## config.mk

```make
export PLATFORM = sky130hd
export DESIGN_NAME = seg_scan_ctrl_flat
export DESIGN_NICKNAME = d
export VERILOG_FILES = /design/src/rtl/seg_scan_ctrl_pkg.sv /design/src/rtl/seg_scan_ctrl_if.sv /design/src/rtl/seg_scan_ctrl_hex7seg.sv /design/src/rtl/seg_scan_ctrl.sv /design/src/flat_wrapper.sv
export SDC_FILE = /design/constraint.sdc
export NUM_CORES = 1
export LEC_CHECK = 0
export BUFFER_PORTS_ARGS = -buffer_cell sky130_fd_sc_hd__buf_2
export CORE_ASPECT_RATIO = 0.75
export CORE_UTILIZATION = 51
export CTS_CLUSTER_DIAMETER = 150
export CTS_CLUSTER_SIZE = 12
export DETAILED_ROUTE_END_ITERATION = 12
export HOLD_SLACK_MARGIN = 0.12
export PLACE_DENSITY = 0.88
export SYNTH_ARGS = -nofsm -noshare
export SYNTH_HDL_FRONTEND = slang
export SYNTH_SLANG_ARGS = --single-unit
```

## constraint.sdc

```tcl
create_clock -name clk -period 2.2 [get_ports clk]
set_clock_uncertainty 0.05 [all_clocks]
set_input_delay 0.44 -clock clk [delete_from_list [all_inputs] [get_ports clk]]
set_output_delay 0.44 -clock clk [all_outputs]
set_load 0.005 [all_outputs]
```

## src/rtl/seg_scan_ctrl_pkg.sv

```systemverilog
// seg_pkg: shared constants for the seven-segment scan controller.
//   HEX_SEG   : 16-entry hex-to-segment table, active-low {g,f,e,d,c,b,a}
//   SEG_BLANK : all segments off
//   AN_OFF    : all anodes off
//   N_DIGITS  : number of scanned digits
//   hex_to_seg: table lookup helper
package seg_pkg;

    localparam int N_DIGITS = 8;

    localparam logic [6:0] SEG_BLANK = 7'h7F;
    localparam logic [7:0] AN_OFF    = 8'hFF;

    // Index 15 is leftmost in the concatenation, index 0 rightmost.
    localparam logic [15:0][6:0] HEX_SEG = {
        7'h0E, 7'h06, 7'h21, 7'h46,   // F E d C
        7'h03, 7'h08, 7'h10, 7'h00,   // b A 9 8
        7'h78, 7'h02, 7'h12, 7'h19,   // 7 6 5 4
        7'h30, 7'h24, 7'h79, 7'h40    // 3 2 1 0
    };

    function automatic logic [6:0] hex_to_seg(input logic [3:0] nib);
        return HEX_SEG[nib];
    endfunction

endpackage

```

## src/rtl/seg_scan_ctrl_if.sv

```systemverilog
// seg_scan_ctrl_if: display-value and display-pin bundle.
//   data/load        : word to show and its capture strobe (producer side)
//   en_mask/dp_mask  : live per-digit enable and decimal point
//   an/seg/dp        : active-low display pins
//   digit_idx        : current scan index
//   frame_done       : one-cycle pulse after a frame wrap
// master = value producer / pin consumer, slave = the scan controller.
interface seg_scan_ctrl_if;
    logic [31:0] data;
    logic        load;
    logic [7:0]  en_mask;
    logic [7:0]  dp_mask;
    logic [7:0]  an;
    logic [6:0]  seg;
    logic        dp;
    logic [2:0]  digit_idx;
    logic        frame_done;

    modport master (
        output data, load, en_mask, dp_mask,
        input  an, seg, dp, digit_idx, frame_done
    );

    modport slave (
        input  data, load, en_mask, dp_mask,
        output an, seg, dp, digit_idx, frame_done
    );
endinterface

```

## src/rtl/seg_scan_ctrl_hex7seg.sv

```systemverilog
// hex7seg: combinational hex nibble to active-low seven-segment pattern.
//   nib : 4-bit hex value
//   seg : {g,f,e,d,c,b,a}, active-low
module hex7seg
    import seg_pkg::*;
(
    input  logic [3:0] nib,
    output logic [6:0] seg
);

    assign seg = hex_to_seg(nib);

endmodule

```

## src/rtl/seg_scan_ctrl.sv

```systemverilog
// seg_scan_ctrl: time-multiplexed 8-digit seven-segment driver.
//   clk, rst_n : clock, synchronous active-low reset
//   bus        : slave side of seg_scan_ctrl_if (data/load in, masks in,
//                an/seg/dp/digit_idx/frame_done out)
// A prescaler steps the digit index every CLK_DIV cycles. Loaded words wait
// in a shadow register and move to the display register only on the 7->0
// wrap, so a frame is never drawn from two different words.
module seg_scan_ctrl
    import seg_pkg::*;
#(
    parameter int CLK_DIV = 100000
) (
    input  logic          clk,
    input  logic          rst_n,
    seg_scan_ctrl_if.slave bus
);

    localparam int DIV_W = (CLK_DIV > 2) ? $clog2(CLK_DIV) : 1;

    logic [DIV_W-1:0] div_cnt;
    logic [2:0]       digit_idx;
    logic [31:0]      shadow;
    logic             pending;
    logic [31:0]      disp;
    logic             frame_done;
    logic [7:0]       an_q;
    logic [6:0]       seg_q;
    logic             dp_q;

    logic             tick;
    logic             wrap;
    logic [3:0]       cur_nib;
    logic [6:0]       cur_seg;
    logic             cur_en;

    assign tick = (div_cnt == DIV_W'(CLK_DIV - 1));
    assign wrap = tick && (digit_idx == 3'd7);

    assign cur_nib = disp[{digit_idx, 2'b00} +: 4];
    assign cur_en  = bus.en_mask[digit_idx];

    hex7seg u_hex7seg (
        .nib (cur_nib),
        .seg (cur_seg)
    );

    always_ff @(posedge clk) begin
        if (!rst_n) begin
            div_cnt    <= '0;
            digit_idx  <= '0;
            shadow     <= '0;
            pending    <= 1'b0;
            disp       <= '0;
            frame_done <= 1'b0;
            an_q       <= AN_OFF;
            seg_q      <= SEG_BLANK;
            dp_q       <= 1'b1;
        end else begin
            div_cnt <= tick ? '0 : div_cnt + 1'b1;
            if (tick)
                digit_idx <= digit_idx + 3'd1;

            if (bus.load)
                shadow <= bus.data;

            // A load landing on the wrap itself bypasses the shadow so it is
            // not deferred a whole frame.
            if (wrap) begin
                if (bus.load)
                    disp <= bus.data;
                else if (pending)
                    disp <= shadow;
                pending <= 1'b0;
            end else if (bus.load) begin
                pending <= 1'b1;
            end

            frame_done <= wrap;

            // Outputs follow the index one cycle late; the old anode stays on
            // for that cycle.
            an_q  <= cur_en ? ~(8'h01 << digit_idx) : AN_OFF;
            seg_q <= cur_en ? cur_seg : SEG_BLANK;
            dp_q  <= ~(cur_en & bus.dp_mask[digit_idx]);
        end
    end

    assign bus.an         = an_q;
    assign bus.seg        = seg_q;
    assign bus.dp         = dp_q;
    assign bus.digit_idx  = digit_idx;
    assign bus.frame_done = frame_done;

endmodule

```

## src/flat_wrapper.sv

```systemverilog
// flat-port wrapper written by rule: the top's interface ports become plain ports
module seg_scan_ctrl_flat import seg_pkg::*;
#(
    parameter int CLK_DIV = 100000
)
  (clk, rst_n, bus_data, bus_load, bus_en_mask, bus_dp_mask, bus_an, bus_seg, bus_dp, bus_digit_idx, bus_frame_done);
  seg_scan_ctrl_if bus_i ();
  input  logic clk;
  input  logic rst_n;
  input wire logic [$bits(bus_i.data)-1:0] bus_data;
  input wire logic [$bits(bus_i.load)-1:0] bus_load;
  input wire logic [$bits(bus_i.en_mask)-1:0] bus_en_mask;
  input wire logic [$bits(bus_i.dp_mask)-1:0] bus_dp_mask;
  output wire logic [$bits(bus_i.an)-1:0] bus_an;
  output wire logic [$bits(bus_i.seg)-1:0] bus_seg;
  output wire logic [$bits(bus_i.dp)-1:0] bus_dp;
  output wire logic [$bits(bus_i.digit_idx)-1:0] bus_digit_idx;
  output wire logic [$bits(bus_i.frame_done)-1:0] bus_frame_done;
  assign bus_i.data = bus_data;
  assign bus_i.load = bus_load;
  assign bus_i.en_mask = bus_en_mask;
  assign bus_i.dp_mask = bus_dp_mask;
  assign bus_an = bus_i.an;
  assign bus_seg = bus_i.seg;
  assign bus_dp = bus_i.dp;
  assign bus_digit_idx = bus_i.digit_idx;
  assign bus_frame_done = bus_i.frame_done;
  seg_scan_ctrl #(.CLK_DIV(CLK_DIV)) u_core (.clk(clk), .rst_n(rst_n), .bus(bus_i));
endmodule
```

==> results of run 1 <==
[power groups by stage]
stage | clock [mW] | combinational [mW] | sequential, mW
floorplan | 0 | 0.128 | 1.95
global placement | 0 | 0.197 | 1.95
detailed placement | 0 | 0.204 | 1.95
CTS | 1.67 | 0.205 | 1.91
global route | 1.75 | 0.228 | 1.91
finish | 1.65 | 0.204 | 1.91
[timing repair]
| item | CTS | global route |
|---|---|---|
| resized for setup | 3 | 14 |
| setup endpoints to repair | 7 | 15 |
| hold buffers | 0 | 0 |
| pin swaps | 0 | 0 |
| buffers inserted | 0 | 5 |
| gates cloned | 0 | 1 |
[per-layer routing]
| layer | up-vias | part of all wire, % | track usage, % |
|---|---|---|---|
| li1 | 1617 | - | - |
| met1 | 1601 | 43 | 25.8 |
| met2 | 117 | 49 | 38.4 |
| met3 | 15 | 7.0 | 5.97 |
| met4 | 0 | 0.90 | 8.65 |
| met5 | - | 0 | 0 |
[sequential cells by signal (all words and copies together), names as in the netlist]
name                   flops
u_core.bus.digit_idx       3
u_core.bus.frame_done      1
u_core.bus.an              8
u_core.bus.seg             7
u_core.pending             1
u_core.div_cnt            17
u_core.shadow             32
u_core.bus.dp              1
u_core.disp               32
[cells in the final DEF, fill, tap and decap left out, types with 6 or more instances in the layout]
| master | netlist | layout |
|---|---|---|
| dfxtp_1 | 102 | 97 |
| nand2_1 | 60 | 60 |
| ha_1 | 12 | 12 |
| clkbuf_16 | 0 | 9 |
| xor2_1 | 10 | 10 |
| buf_4 | 1 | 17 |
| inv_1 | 6 | 6 |
| nor2b_1 | 35 | 35 |
| o211a_1 | 33 | 33 |
| mux2i_1 | 40 | 39 |
| mux4_2 | 10 | 10 |
| nor2_1 | 25 | 25 |
| nand3_1 | 10 | 10 |
| buf_2 | 5 | 70 |
[cell type report]
cell class / instances / area (sq um) / share of cell area, %
clock inverters: 6 / 86.3 / 1.63
repair buffers: 92 / 561 / 10.6
clock buffers: 9 / 225 / 4.25
multi-input cells: 285 / 2220 / 41.8
well taps: 105 / 131 / 2.48
inverters: 7 / 30.0 / 0.566
flip-flops and latches: 102 / 2050 / 38.7
[kinds of logic after synthesis]
group	Yosys count	synth area share, %
flops	102	46.7
mux	52	14.8
buf+inv	34	3.69
xor+xnor	16	3.20
simple gates	152	17.4
compound gates	53	10.8
fa+ha+maj	12	3.43
[worst paths after layout]
check	cells past startpoint	to	slack [ns]
worst max-delay path	6	u_core.div_cnt[12]	0.08
worst min-delay path	3	u_core.shadow[8]	0.34
worst max register to register	6	u_core.div_cnt[12]	0.08
worst min register to register	1	u_core.div_cnt[0]	0.41
[metrics by stage]
| step | cell area [sq um] | std cells | setup TNS [ns] | util (%) | hold WS (ns) |
|---|---|---|---|---|---|
| finish | 5310 | 606 | 0 | 65.6 | 0.341 |
| global route | 5310 | 606 | -0.00449 | 65.6 | 0.346 |
| CTS | 5190 | 600 | 0 | 64.2 | 0.333 |
| detailed placement | 4870 | 585 | -0.167 | 60.2 | 0.394 |
| global placement | 4870 | 585 | 0 | 60.2 | 0.377 |
| floorplan | 4390 | 421 | 0 | - | 0.367 |
[synth_stat cells, drive strengths merged, types with 4 or more instances]
library cell,count,area (sq um)
nand2,60,225
ha,12,150
inv,6,22.5
o221ai,4,35.0
mux4,10,225
nand3,10,50.1
o211a,33,330
buf,13,82.6
a21oi,5,25.0
and3,5,32.5
xor2,10,87.6
mux2i,40,400
xnor2,6,52.6
clkbuf,14,52.6
nor2b,35,219
dfxtp,102,2040
nor2,25,93.8
[tightest hold or removal path: cells and delay by family]
kind                   cells  cell delay [ns]
buffers and inverters      1             0.08
multiplexers               1             0.07
AND/OR/NAND/NOR            1             0.10
==> impl_metrics.xml, run 1 <==
<?xml version="1.0" encoding="UTF-8"?>
<metrics>
  <group name="run_status">
    <metric name="result_of_the_run" unit="">complete, no violations</metric>
  </group>
  <group name="place">
    <metric name="place_congestion" unit="">0.838</metric>
    <metric name="port_buffers" unit="">70</metric>
    <metric name="detailedPlace.worstSlack" unit="ns">-0.0447</metric>
    <metric name="place_hpwl" unit="um">6490</metric>
  </group>
  <group name="cts">
    <metric name="clock_sinks" unit="">102</metric>
    <metric name="cts_htree_levels" unit="">3</metric>
    <metric name="clk_pin_slew_worst_paths" unit="ns">0.07</metric>
    <metric name="cts.root.buffer_cell" unit="">clkbuf_16</metric>
    <metric name="tritoncts" unit="">done</metric>
    <metric name="cts_buffer_depth" unit="">2</metric>
    <metric name="cts_buffers" unit="">9</metric>
    <metric name="insertion_delay" unit="ns">0.34</metric>
  </group>
  <group name="floorplanning">
    <metric name="floorplan.initialDensity" unit="%">54.1</metric>
    <metric name="fp.dieArea" unit="sq um">8960</metric>
    <metric name="area_inside_the_core_boundary" unit="sq um">8090</metric>
    <metric name="pin_count" unit="">71</metric>
    <metric name="std_cell_rows" unit="">28</metric>
    <metric name="die-height" unit="um">82.2</metric>
    <metric name="die_x_extent" unit="um">109</metric>
  </group>
  <group name="route">
    <metric name="vias_per_cell" unit="">5.53</metric>
    <metric name="postRouteWirelength" unit="um">9520</metric>
    <metric name="routedWlPerCell" unit="um">15.7</metric>
    <metric name="number_of_remaining_drc_errors" unit="">0</metric>
    <metric name="dr_total_vias" unit="">3350</metric>
    <metric name="drt_first_iter_violations" unit="">198</metric>
    <metric name="drt-pass1-iter-count" unit="">5</metric>
    <metric name="final_antenna_violating_net_count" unit="">0</metric>
  </group>
  <group name="critical_path">
    <metric name="worstPathArrival" unit="ns">2.31</metric>
    <metric name="crit_top_cell" unit="">or4b_4</metric>
    <metric name="crit_buf_inv" unit="">1</metric>
    <metric name="critPathCaptureType" unit="">flip-flop</metric>
    <metric name="timing.critical_path.required" unit="ns">2.39</metric>
    <metric name="crit_chain" unit="">or4b_4 -&gt; or4b_4 -&gt; nor4_4 -&gt; nand2b_1 -&gt; buf_4 -&gt; nor2_1</metric>
    <metric name="reg2reg_from" unit="">u_core.div_cnt[12]</metric>
    <metric name="critPathLaunch" unit="">u_core.div_cnt[12]</metric>
    <metric name="crit_path_max_incr_delay" unit="ns">0.52</metric>
    <metric name="critical-path-slowest-cell" unit="">or4b_4</metric>
    <metric name="path_delay_family" unit="">simple AND/OR/NAND/NOR gates</metric>
    <metric name="path_max_fanout" unit="">9</metric>
    <metric name="cp-start-kind" unit="">flip-flop</metric>
    <metric name="timing.setup.critical_path_class" unit="">flip-flop to flip-flop</metric>
  </group>
  <group name="power">
    <metric name="design_power_total" unit="mW">3.76</metric>
    <metric name="combinationalPowerShare" unit="%">5.4</metric>
    <metric name="share_seq_of_total_power" unit="%">50.6</metric>
    <metric name="power_density" unit="nW/um^2">710</metric>
    <metric name="switching_share" unit="%">20.8</metric>
    <metric name="intPower" unit="mW">2.98</metric>
    <metric name="ir_worst_vdd" unit="uV">610</metric>
    <metric name="p_switching" unit="uW">783</metric>
    <metric name="clock_power_share" unit="%">43.9</metric>
    <metric name="leakage" unit="nW">2.59</metric>
  </group>
  <group name="global_route">
    <metric name="antenna_found_initial" unit="">0</metric>
    <metric name="gr-total-overflow" unit="">0</metric>
    <metric name="grt_util_all_layers" unit="%">22.0</metric>
    <metric name="grt_pass1_vias" unit="">3183</metric>
    <metric name="maximum_number_of_pins_on_one_net_before_global_route_repair" unit="">73</metric>
    <metric name="global_route_wire_length_before_repair" unit="um">14900</metric>
  </group>
  <group name="logic_synthesis">
    <metric name="number_of_flops_mapped_to_enable_cells_by_yosys" unit="">0</metric>
    <metric name="asyncSetResetFlopFracSynth" unit="%">0</metric>
    <metric name="ys_types" unit="">43</metric>
    <metric name="synthesis.instances" unit="">421</metric>
    <metric name="ys.warnings.count" unit="">0</metric>
    <metric name="yosysSeqAreaShare" unit="%">46.7</metric>
    <metric name="syn_area" unit="sq um">4380</metric>
    <metric name="syn-num-nets" unit="">484</metric>
    <metric name="synth-seq-cells" unit="">102</metric>
    <metric name="postSynthAreaPerCell" unit="sq um">10.4</metric>
    <metric name="synth-main-ff-cell" unit="">dfxtp_1</metric>
  </group>
  <group name="cells_and_area">
    <metric name="fillCellCount" unit="">635</metric>
    <metric name="area_growth" unit="%">21.2</metric>
    <metric name="number_of_diodes" unit="">0</metric>
    <metric name="fraction_of_layout_cells_with_a_size_suffix_above_1" unit="%">27.3</metric>
    <metric name="fin_nets" unit="">560</metric>
  </group>
  <group name="job">
    <metric name="timing.max_cap.violations" unit="">0</metric>
  </group>
  <group name="sta">
    <metric name="worst_slack" unit="ns">0.0765</metric>
    <metric name="post_layout_minimum_cycle_time" unit="ns">2.12</metric>
    <metric name="tightest_slew" unit="ns">0.619</metric>
    <metric name="maxSlewViolCount" unit="">0</metric>
    <metric name="max_freq" unit="MHz">471</metric>
    <metric name="min_period_over_period" unit="%">96.5</metric>
    <metric name="max_slew_headroom" unit="%">58.4</metric>
    <metric name="finalHoldViolations" unit="">0</metric>
    <metric name="setup-violations-final" unit="">0</metric>
  </group>
  <group name="hold_path">
    <metric name="hold_path_startpoint" unit="">bus_data[8]</metric>
    <metric name="min-delay-path-class" unit="">input pin to flip-flop</metric>
  </group>
</metrics>
Note: power is estimated with default switching activity, not from simulation.
==> run 2, diff against run 1 <==
--- a/config.mk
+++ b/config.mk
@@ -7,6 +7,7 @@
 export LEC_CHECK = 0
 export BUFFER_PORTS_ARGS = -buffer_cell sky130_fd_sc_hd__buf_2
 export CORE_ASPECT_RATIO = 0.75
+export CORE_MARGIN = 2
 export CORE_UTILIZATION = 51
 export CTS_CLUSTER_DIAMETER = 150
 export CTS_CLUSTER_SIZE = 12
==> run 2 against run 1 <==
Effect of this change: the run now ends with negative setup slack left; register-to-register slack lost 0.09 ns; clock-buffer cell count grew 3; hold slack lost 0.0065 ns; largest cell class unchanged.
==> impl_metrics.xml, run 2 (synthesized netlist as in run 1, its figures left out) <==
<?xml version="1.0" encoding="UTF-8"?>
<metrics>
  <group name="critical_path">
    <metric name="worstSetupEndpoint" unit="">u_core.bus.digit_idx[1]</metric>
    <metric name="worstPathArrival" unit="ns">2.38</metric>
    <metric name="reg2reg_from" unit="">u_core.div_cnt[11]</metric>
    <metric name="cp-start-kind" unit="">flip-flop</metric>
    <metric name="path_max_fanout" unit="">3</metric>
    <metric name="timing.critical_path.required" unit="ns">2.37</metric>
    <metric name="regToRegEndpoint" unit="">u_core.bus.digit_idx[1]</metric>
    <metric name="critPathLaunch" unit="">u_core.div_cnt[11]</metric>
    <metric name="critPathCaptureType" unit="">flip-flop</metric>
    <metric name="worst_r2r_path_depth" unit="">6</metric>
    <metric name="ff2ff_setup_slack" unit="ns">-0.01</metric>
    <metric name="timing.setup.critical_path_class" unit="">flip-flop to flip-flop</metric>
  </group>
  <group name="place">
    <metric name="port_buffers" unit="">70</metric>
    <metric name="dpl_cell_area" unit="sq um">4880</metric>
    <metric name="place_hpwl" unit="um">6360</metric>
    <metric name="place_congestion" unit="">0.840</metric>
    <metric name="inst_count_dp" unit="">586</metric>
  </group>
  <group name="cells_and_area">
    <metric name="number_of_diodes" unit="">0</metric>
    <metric name="area_growth" unit="%">19.1</metric>
    <metric name="mostFrequentLayoutCells" unit="">dfxtp_1 (98), buf_2 (70), nand2_1 (60)</metric>
    <metric name="layout_top_registers" unit="">u_core.disp x32, u_core.shadow x32, u_core.div_cnt x17</metric>
    <metric name="fraction_of_layout_cells_with_a_size_suffix_above_1" unit="%">25.8</metric>
    <metric name="layout_commonest_cell" unit="">dfxtp_1</metric>
    <metric name="layout.cell_area.non_filler" unit="sq um">5210</metric>
    <metric name="fin_nets" unit="">554</metric>
    <metric name="finish.cell_count_without_fillers" unit="">604</metric>
  </group>
  <group name="cts">
    <metric name="cts_htree_levels" unit="">3</metric>
    <metric name="clk_pin_slew_worst_paths" unit="ns">0.07</metric>
    <metric name="cts_buffers" unit="">9</metric>
    <metric name="cts_buffer_depth" unit="">2</metric>
    <metric name="cts.hold.buffers_added" unit="">0</metric>
    <metric name="cts.root.buffer_cell" unit="">clkbuf_16</metric>
    <metric name="clock_sinks" unit="">102</metric>
    <metric name="insertion_delay" unit="ns">0.34</metric>
    <metric name="tritoncts" unit="">done</metric>
  </group>
  <group name="sta">
    <metric name="max_freq" unit="MHz">452</metric>
    <metric name="finalHoldViolations" unit="">0</metric>
    <metric name="maxSlewViolCount" unit="">0</metric>
    <metric name="tightest_slew" unit="ns">0.631</metric>
    <metric name="max_slew_headroom" unit="%">57.9</metric>
    <metric name="post_layout_minimum_cycle_time" unit="ns">2.21</metric>
    <metric name="min_period_over_period" unit="%">101</metric>
    <metric name="worst_slack" unit="ns">-0.0138</metric>
    <metric name="rsz0062_at_grt" unit="">yes</metric>
    <metric name="setup-violations-final" unit="">1</metric>
  </group>
  <group name="run_status">
    <metric name="result_of_the_run" unit="">complete, but fails checks</metric>
    <metric name="failed_checks" unit="">negative setup slack</metric>
  </group>
  <group name="floorplanning">
    <metric name="die_x_extent" unit="um">111</metric>
    <metric name="area_inside_the_core_boundary" unit="sq um">8380</metric>
    <metric name="std_cell_rows" unit="">29</metric>
    <metric name="die-height" unit="um">84.2</metric>
    <metric name="fp.dieArea" unit="sq um">9350</metric>
    <metric name="pin_count" unit="">71</metric>
    <metric name="floorplan.initialDensity" unit="%">52.2</metric>
  </group>
  <group name="hold_path">
    <metric name="hold_path_startpoint" unit="">bus_data[20]</metric>
    <metric name="min-delay-path-class" unit="">input pin to flip-flop</metric>
  </group>
  <group name="job">
    <metric name="timing.max_cap.violations" unit="">0</metric>
  </group>
  <group name="route">
    <metric name="drt_first_iter_violations" unit="">228</metric>
    <metric name="drt-pass1-iter-count" unit="">5</metric>
    <metric name="final_antenna_violating_net_count" unit="">0</metric>
    <metric name="dr_total_vias" unit="">3297</metric>
    <metric name="routedWlPerCell" unit="um">15.5</metric>
    <metric name="number_of_remaining_drc_errors" unit="">0</metric>
    <metric name="postRouteWirelength" unit="um">9390</metric>
    <metric name="vias_per_cell" unit="">5.46</metric>
  </group>
  <group name="global_route">
    <metric name="maximum_number_of_pins_on_one_net_before_global_route_repair" unit="">73</metric>
    <metric name="grt_pass1_vias" unit="">3197</metric>
    <metric name="antenna_found_initial" unit="">0</metric>
    <metric name="grt_util_all_layers" unit="%">20.4</metric>
    <metric name="gr-total-overflow" unit="">0</metric>
    <metric name="global_route_wire_length_before_repair" unit="um">15400</metric>
  </group>
  <group name="power">
    <metric name="ir_worst_vdd" unit="uV">398</metric>
    <metric name="leakage" unit="nW">2.53</metric>
    <metric name="power_density" unit="nW/um^2">687</metric>
    <metric name="design_power_total" unit="mW">3.58</metric>
  </group>
</metrics>
==> run 2: what timing repair did <==
action	in CTS	in global routing
buffers inserted	1	1
endpoints found under the setup margin	3	21
gates resized for setup	4	8
gates cloned	0	0
==> run 2: stage by stage <==
stage	util (%)	hold WS, ns	worst slack [ns]	setup TNS [ns]
4_1_cts	61.8	0.333	0.00563	0
5_1_grt	62.2	0.351	-0.101	-1.42
2_1_floorplan	-	0.367	0.00457	0
3_5_place_dp	58.3	0.408	0.0186	0
6_report	62.2	0.335	-0.0138	-0.0138
3_3_place_gp	58.3	0.377	0.115	0
==> run 2: how the worst min path moves through the flow <==
stage,endpoint,slack (ns),cells past startpoint
final,u_core.shadow[20],0.33,3
after global routing,u_core.shadow[18],0.35,3
after CTS,u_core.shadow[20],0.33,3
after detailed placement,u_core.div_cnt[0],0.41,1
after global placement,u_core.div_cnt[0],0.38,1
after floorplan,u_core.div_cnt[0],0.37,1
==> run 2: final cells by class <==
cell class | instances | area (sq um)
fillers | 639 | 3170
clock buffers | 12 | 246
flip-flops and latches | 102 | 2050
inverters | 7 | 30.0
well taps | 108 | 135
multi-input cells | 285 | 2200
repair buffers | 86 | 524
clock inverters | 4 | 32.5
==> run 2: routing by layer <==
| metal | global-route usage, % | part of all wire, % | up-vias |
|---|---|---|---|
| met5 | 0 | 0 | - |
| met4 | 6.25 | 1.4 | 0 |
| met3 | 4.84 | 7.0 | 15 |
| met2 | 34.0 | 48 | 136 |
| met1 | 26.5 | 43 | 1537 |
| li1 | - | - | 1609 |
==> run 2: worst max-delay path, stage by stage, from the launching register on <==
cell     delay, ns
dfxtp_2       0.34
or4b_4        0.54
or4b_4        0.51
nor4_4        0.15
buf_4         0.17
mux2i_2       0.24
nor2b_1       0.09
==> run 2: where the power goes <==
group          internal (mW)  switching [mW]  leakage, nW
logic                  0.102           0.102         1.56
registers               1.89          0.0140        0.834
clock network          0.803           0.668        0.129
total                   2.80           0.784         2.53
==> run 3, diff against run 2 <==
--- a/config.mk
+++ b/config.mk
@@ -13,7 +13,7 @@
 export CTS_CLUSTER_SIZE = 12
 export DETAILED_ROUTE_END_ITERATION = 12
 export HOLD_SLACK_MARGIN = 0.12
-export PLACE_DENSITY = 0.88
+export PLACE_DENSITY = 0.76
 export SYNTH_ARGS = -nofsm -noshare
 export SYNTH_HDL_FRONTEND = slang
 export SYNTH_SLANG_ARGS = --single-unit
==> run 3 against run 2 <==
Effect of this change: the flow now finishes without violations; flip-flop and latch count did not move; combinational power about the same; clock-buffer cell count is the same; highest routed layer unchanged; die area did not move; global-route usage is 0.95 points lower.
==> impl_metrics.xml, run 3 (synthesized netlist as in run 1, its figures left out) <==
<?xml version="1.0" encoding="UTF-8"?>
<metrics>
  <group name="cts">
    <metric name="cts_buffers" unit="">9</metric>
    <metric name="clk_pin_slew_worst_paths" unit="ns">0.07</metric>
    <metric name="insertion_delay" unit="ns">0.34</metric>
    <metric name="tritoncts" unit="">done</metric>
    <metric name="cts_buffer_depth" unit="">2</metric>
    <metric name="clock_sinks" unit="">102</metric>
    <metric name="cts.root.buffer_cell" unit="">clkbuf_16</metric>
    <metric name="cts_htree_levels" unit="">3</metric>
  </group>
  <group name="cells_and_area">
    <metric name="layout_top_registers" unit="">u_core.disp x32, u_core.shadow x32, u_core.div_cnt x17</metric>
    <metric name="fin_nets" unit="">558</metric>
    <metric name="mostFrequentLayoutCells" unit="">dfxtp_1 (97), buf_2 (70), nand2_1 (59)</metric>
    <metric name="layout.cell_area.non_filler" unit="sq um">5200</metric>
    <metric name="fraction_of_layout_cells_with_a_size_suffix_above_1" unit="%">26.6</metric>
    <metric name="layout_commonest_cell" unit="">dfxtp_1</metric>
    <metric name="number_of_diodes" unit="">0</metric>
    <metric name="area_growth" unit="%">18.9</metric>
  </group>
  <group name="sta">
    <metric name="fin_worst_hold_slack" unit="ns">0.339</metric>
    <metric name="min_period_over_period" unit="%">96.3</metric>
    <metric name="post_layout_minimum_cycle_time" unit="ns">2.12</metric>
    <metric name="max_freq" unit="MHz">472</metric>
    <metric name="tightest_slew" unit="ns">0.595</metric>
    <metric name="maxSlewViolCount" unit="">0</metric>
    <metric name="setup-violations-final" unit="">0</metric>
    <metric name="rsz0062_at_grt" unit="">yes</metric>
    <metric name="max_slew_headroom" unit="%">60.0</metric>
    <metric name="finalHoldViolations" unit="">0</metric>
  </group>
  <group name="critical_path">
    <metric name="timing.critical_path.required" unit="ns">2.37</metric>
    <metric name="reg2reg_from" unit="">u_core.div_cnt[11]</metric>
    <metric name="cp-start-kind" unit="">flip-flop</metric>
    <metric name="critPathCaptureType" unit="">flip-flop</metric>
    <metric name="timing.setup.critical_path_class" unit="">flip-flop to flip-flop</metric>
    <metric name="path_max_fanout" unit="">3</metric>
    <metric name="critPathLaunch" unit="">u_core.div_cnt[11]</metric>
    <metric name="worstPathArrival" unit="ns">2.29</metric>
    <metric name="worst_r2r_path_depth" unit="">6</metric>
  </group>
  <group name="power">
    <metric name="leakage" unit="nW">2.54</metric>
    <metric name="ir_worst_vdd" unit="uV">461</metric>
    <metric name="design_power_total" unit="mW">3.58</metric>
    <metric name="power_density" unit="nW/um^2">688</metric>
  </group>
  <group name="global_route">
    <metric name="gr-total-overflow" unit="">0</metric>
    <metric name="global_route_wire_length_before_repair" unit="um">14900</metric>
    <metric name="grt_pass1_vias" unit="">3071</metric>
    <metric name="antenna_found_initial" unit="">0</metric>
    <metric name="grt_util_all_layers" unit="%">19.4</metric>
    <metric name="maximum_number_of_pins_on_one_net_before_global_route_repair" unit="">65</metric>
  </group>
  <group name="route">
    <metric name="postRouteWirelength" unit="um">8880</metric>
    <metric name="number_of_remaining_drc_errors" unit="">0</metric>
    <metric name="routedWlPerCell" unit="um">14.6</metric>
    <metric name="drt-pass1-iter-count" unit="">5</metric>
    <metric name="vias_per_cell" unit="">5.35</metric>
    <metric name="final_antenna_violating_net_count" unit="">0</metric>
    <metric name="dr_total_vias" unit="">3251</metric>
    <metric name="drt_first_iter_violations" unit="">189</metric>
  </group>
  <group name="floorplanning">
    <metric name="die-height" unit="um">84.2</metric>
    <metric name="std_cell_rows" unit="">29</metric>
    <metric name="area_inside_the_core_boundary" unit="sq um">8380</metric>
    <metric name="die_x_extent" unit="um">111</metric>
    <metric name="pin_count" unit="">71</metric>
    <metric name="fp.dieArea" unit="sq um">9350</metric>
    <metric name="floorplan.initialDensity" unit="%">52.2</metric>
  </group>
  <group name="hold_path">
    <metric name="min-delay-path-class" unit="">input pin to flip-flop</metric>
    <metric name="hold_path_startpoint" unit="">bus_data[8]</metric>
    <metric name="hold_path_depth" unit="">3</metric>
  </group>
  <group name="place">
    <metric name="place_hpwl" unit="um">6440</metric>
    <metric name="port_buffers" unit="">70</metric>
    <metric name="dpl_cell_area" unit="sq um">4870</metric>
    <metric name="place_congestion" unit="">0.819</metric>
  </group>
  <group name="job">
    <metric name="timing.max_cap.violations" unit="">0</metric>
  </group>
  <group name="run_status">
    <metric name="result_of_the_run" unit="">complete, no violations</metric>
  </group>
</metrics>
-- run 3: cell types whose count changed in the layout (fill, tap and decap cells not counted), moves of 2 or more --
cell | previous run | this run
buf_12 | 4 | 2
clkinvlp_4 | 3 | 1
buf_4 | 11 | 18
mux2i_1 | 38 | 40
-- run 3: metrics by stage --
stage / TNS (ns) / setup WS [ns] / cells / util, %
floorplan: 0 / 0.00457 / 421 / -
global placement: 0 / 0.0517 / 587 / 58.1
detailed placement: -0.00138 / -0.00138 / 587 / 58.1
CTS: 0 / 0.00995 / 603 / 61.4
global route: -0.0594 / -0.0282 / 608 / 62.1
finish: 0 / 0.0820 / 608 / 62.1
-- run 3: timing repair --
| item | CTS | global route |
|---|---|---|
| hold buffers | 0 | 0 |
| setup buffers | 0 | 5 |
| resized for setup | 2 | 10 |
| endpoints found under the setup margin | 3 | 30 |
-- run 3: power by group --
| part | switching [mW] | internal (mW) | leakage [nW] |
|---|---|---|---|
| registers | 0.0146 | 1.89 | 0.834 |
| clock network | 0.661 | 0.805 | 0.137 |
| logic | 0.103 | 0.103 | 1.57 |
-- run 3: critical path, stage by stage (launching register included) --
cell	delay (ns)
dfxtp_2	0.33
or4b_4	0.53
or4b_4	0.50
nor4_4	0.15
buf_4	0.16
mux2i_1	0.22
nor2b_1	0.06
-- run 3: path summary, 6_finish.rpt --
check | endpoint | slack [ns]
worst max register to register | u_core.bus.digit_idx[1] | 0.08
worst min register to register | u_core.div_cnt[0] | 0.39
worst max-delay path | u_core.bus.digit_idx[1] | 0.08
worst min-delay path | u_core.shadow[8] | 0.34
-- run 3: layout make-up --
cell class | instances | area [sq um]
well taps | 108 | 135
clock buffers | 12 | 246
clock inverters | 4 | 31.3
fillers | 696 | 3180
inverters | 7 | 30.0
multi-input cells | 285 | 2190
repair buffers | 90 | 526
flip-flops and latches | 102 | 2050
-- run 3: layer usage --
metal	track usage, %	vias to the layer above	wire, um
met4	5.34	0	45
met3	4.91	5	562
met5	0	-	0
met1	27.2	1541	4230
met2	30.1	89	4040
li1	-	1616	-
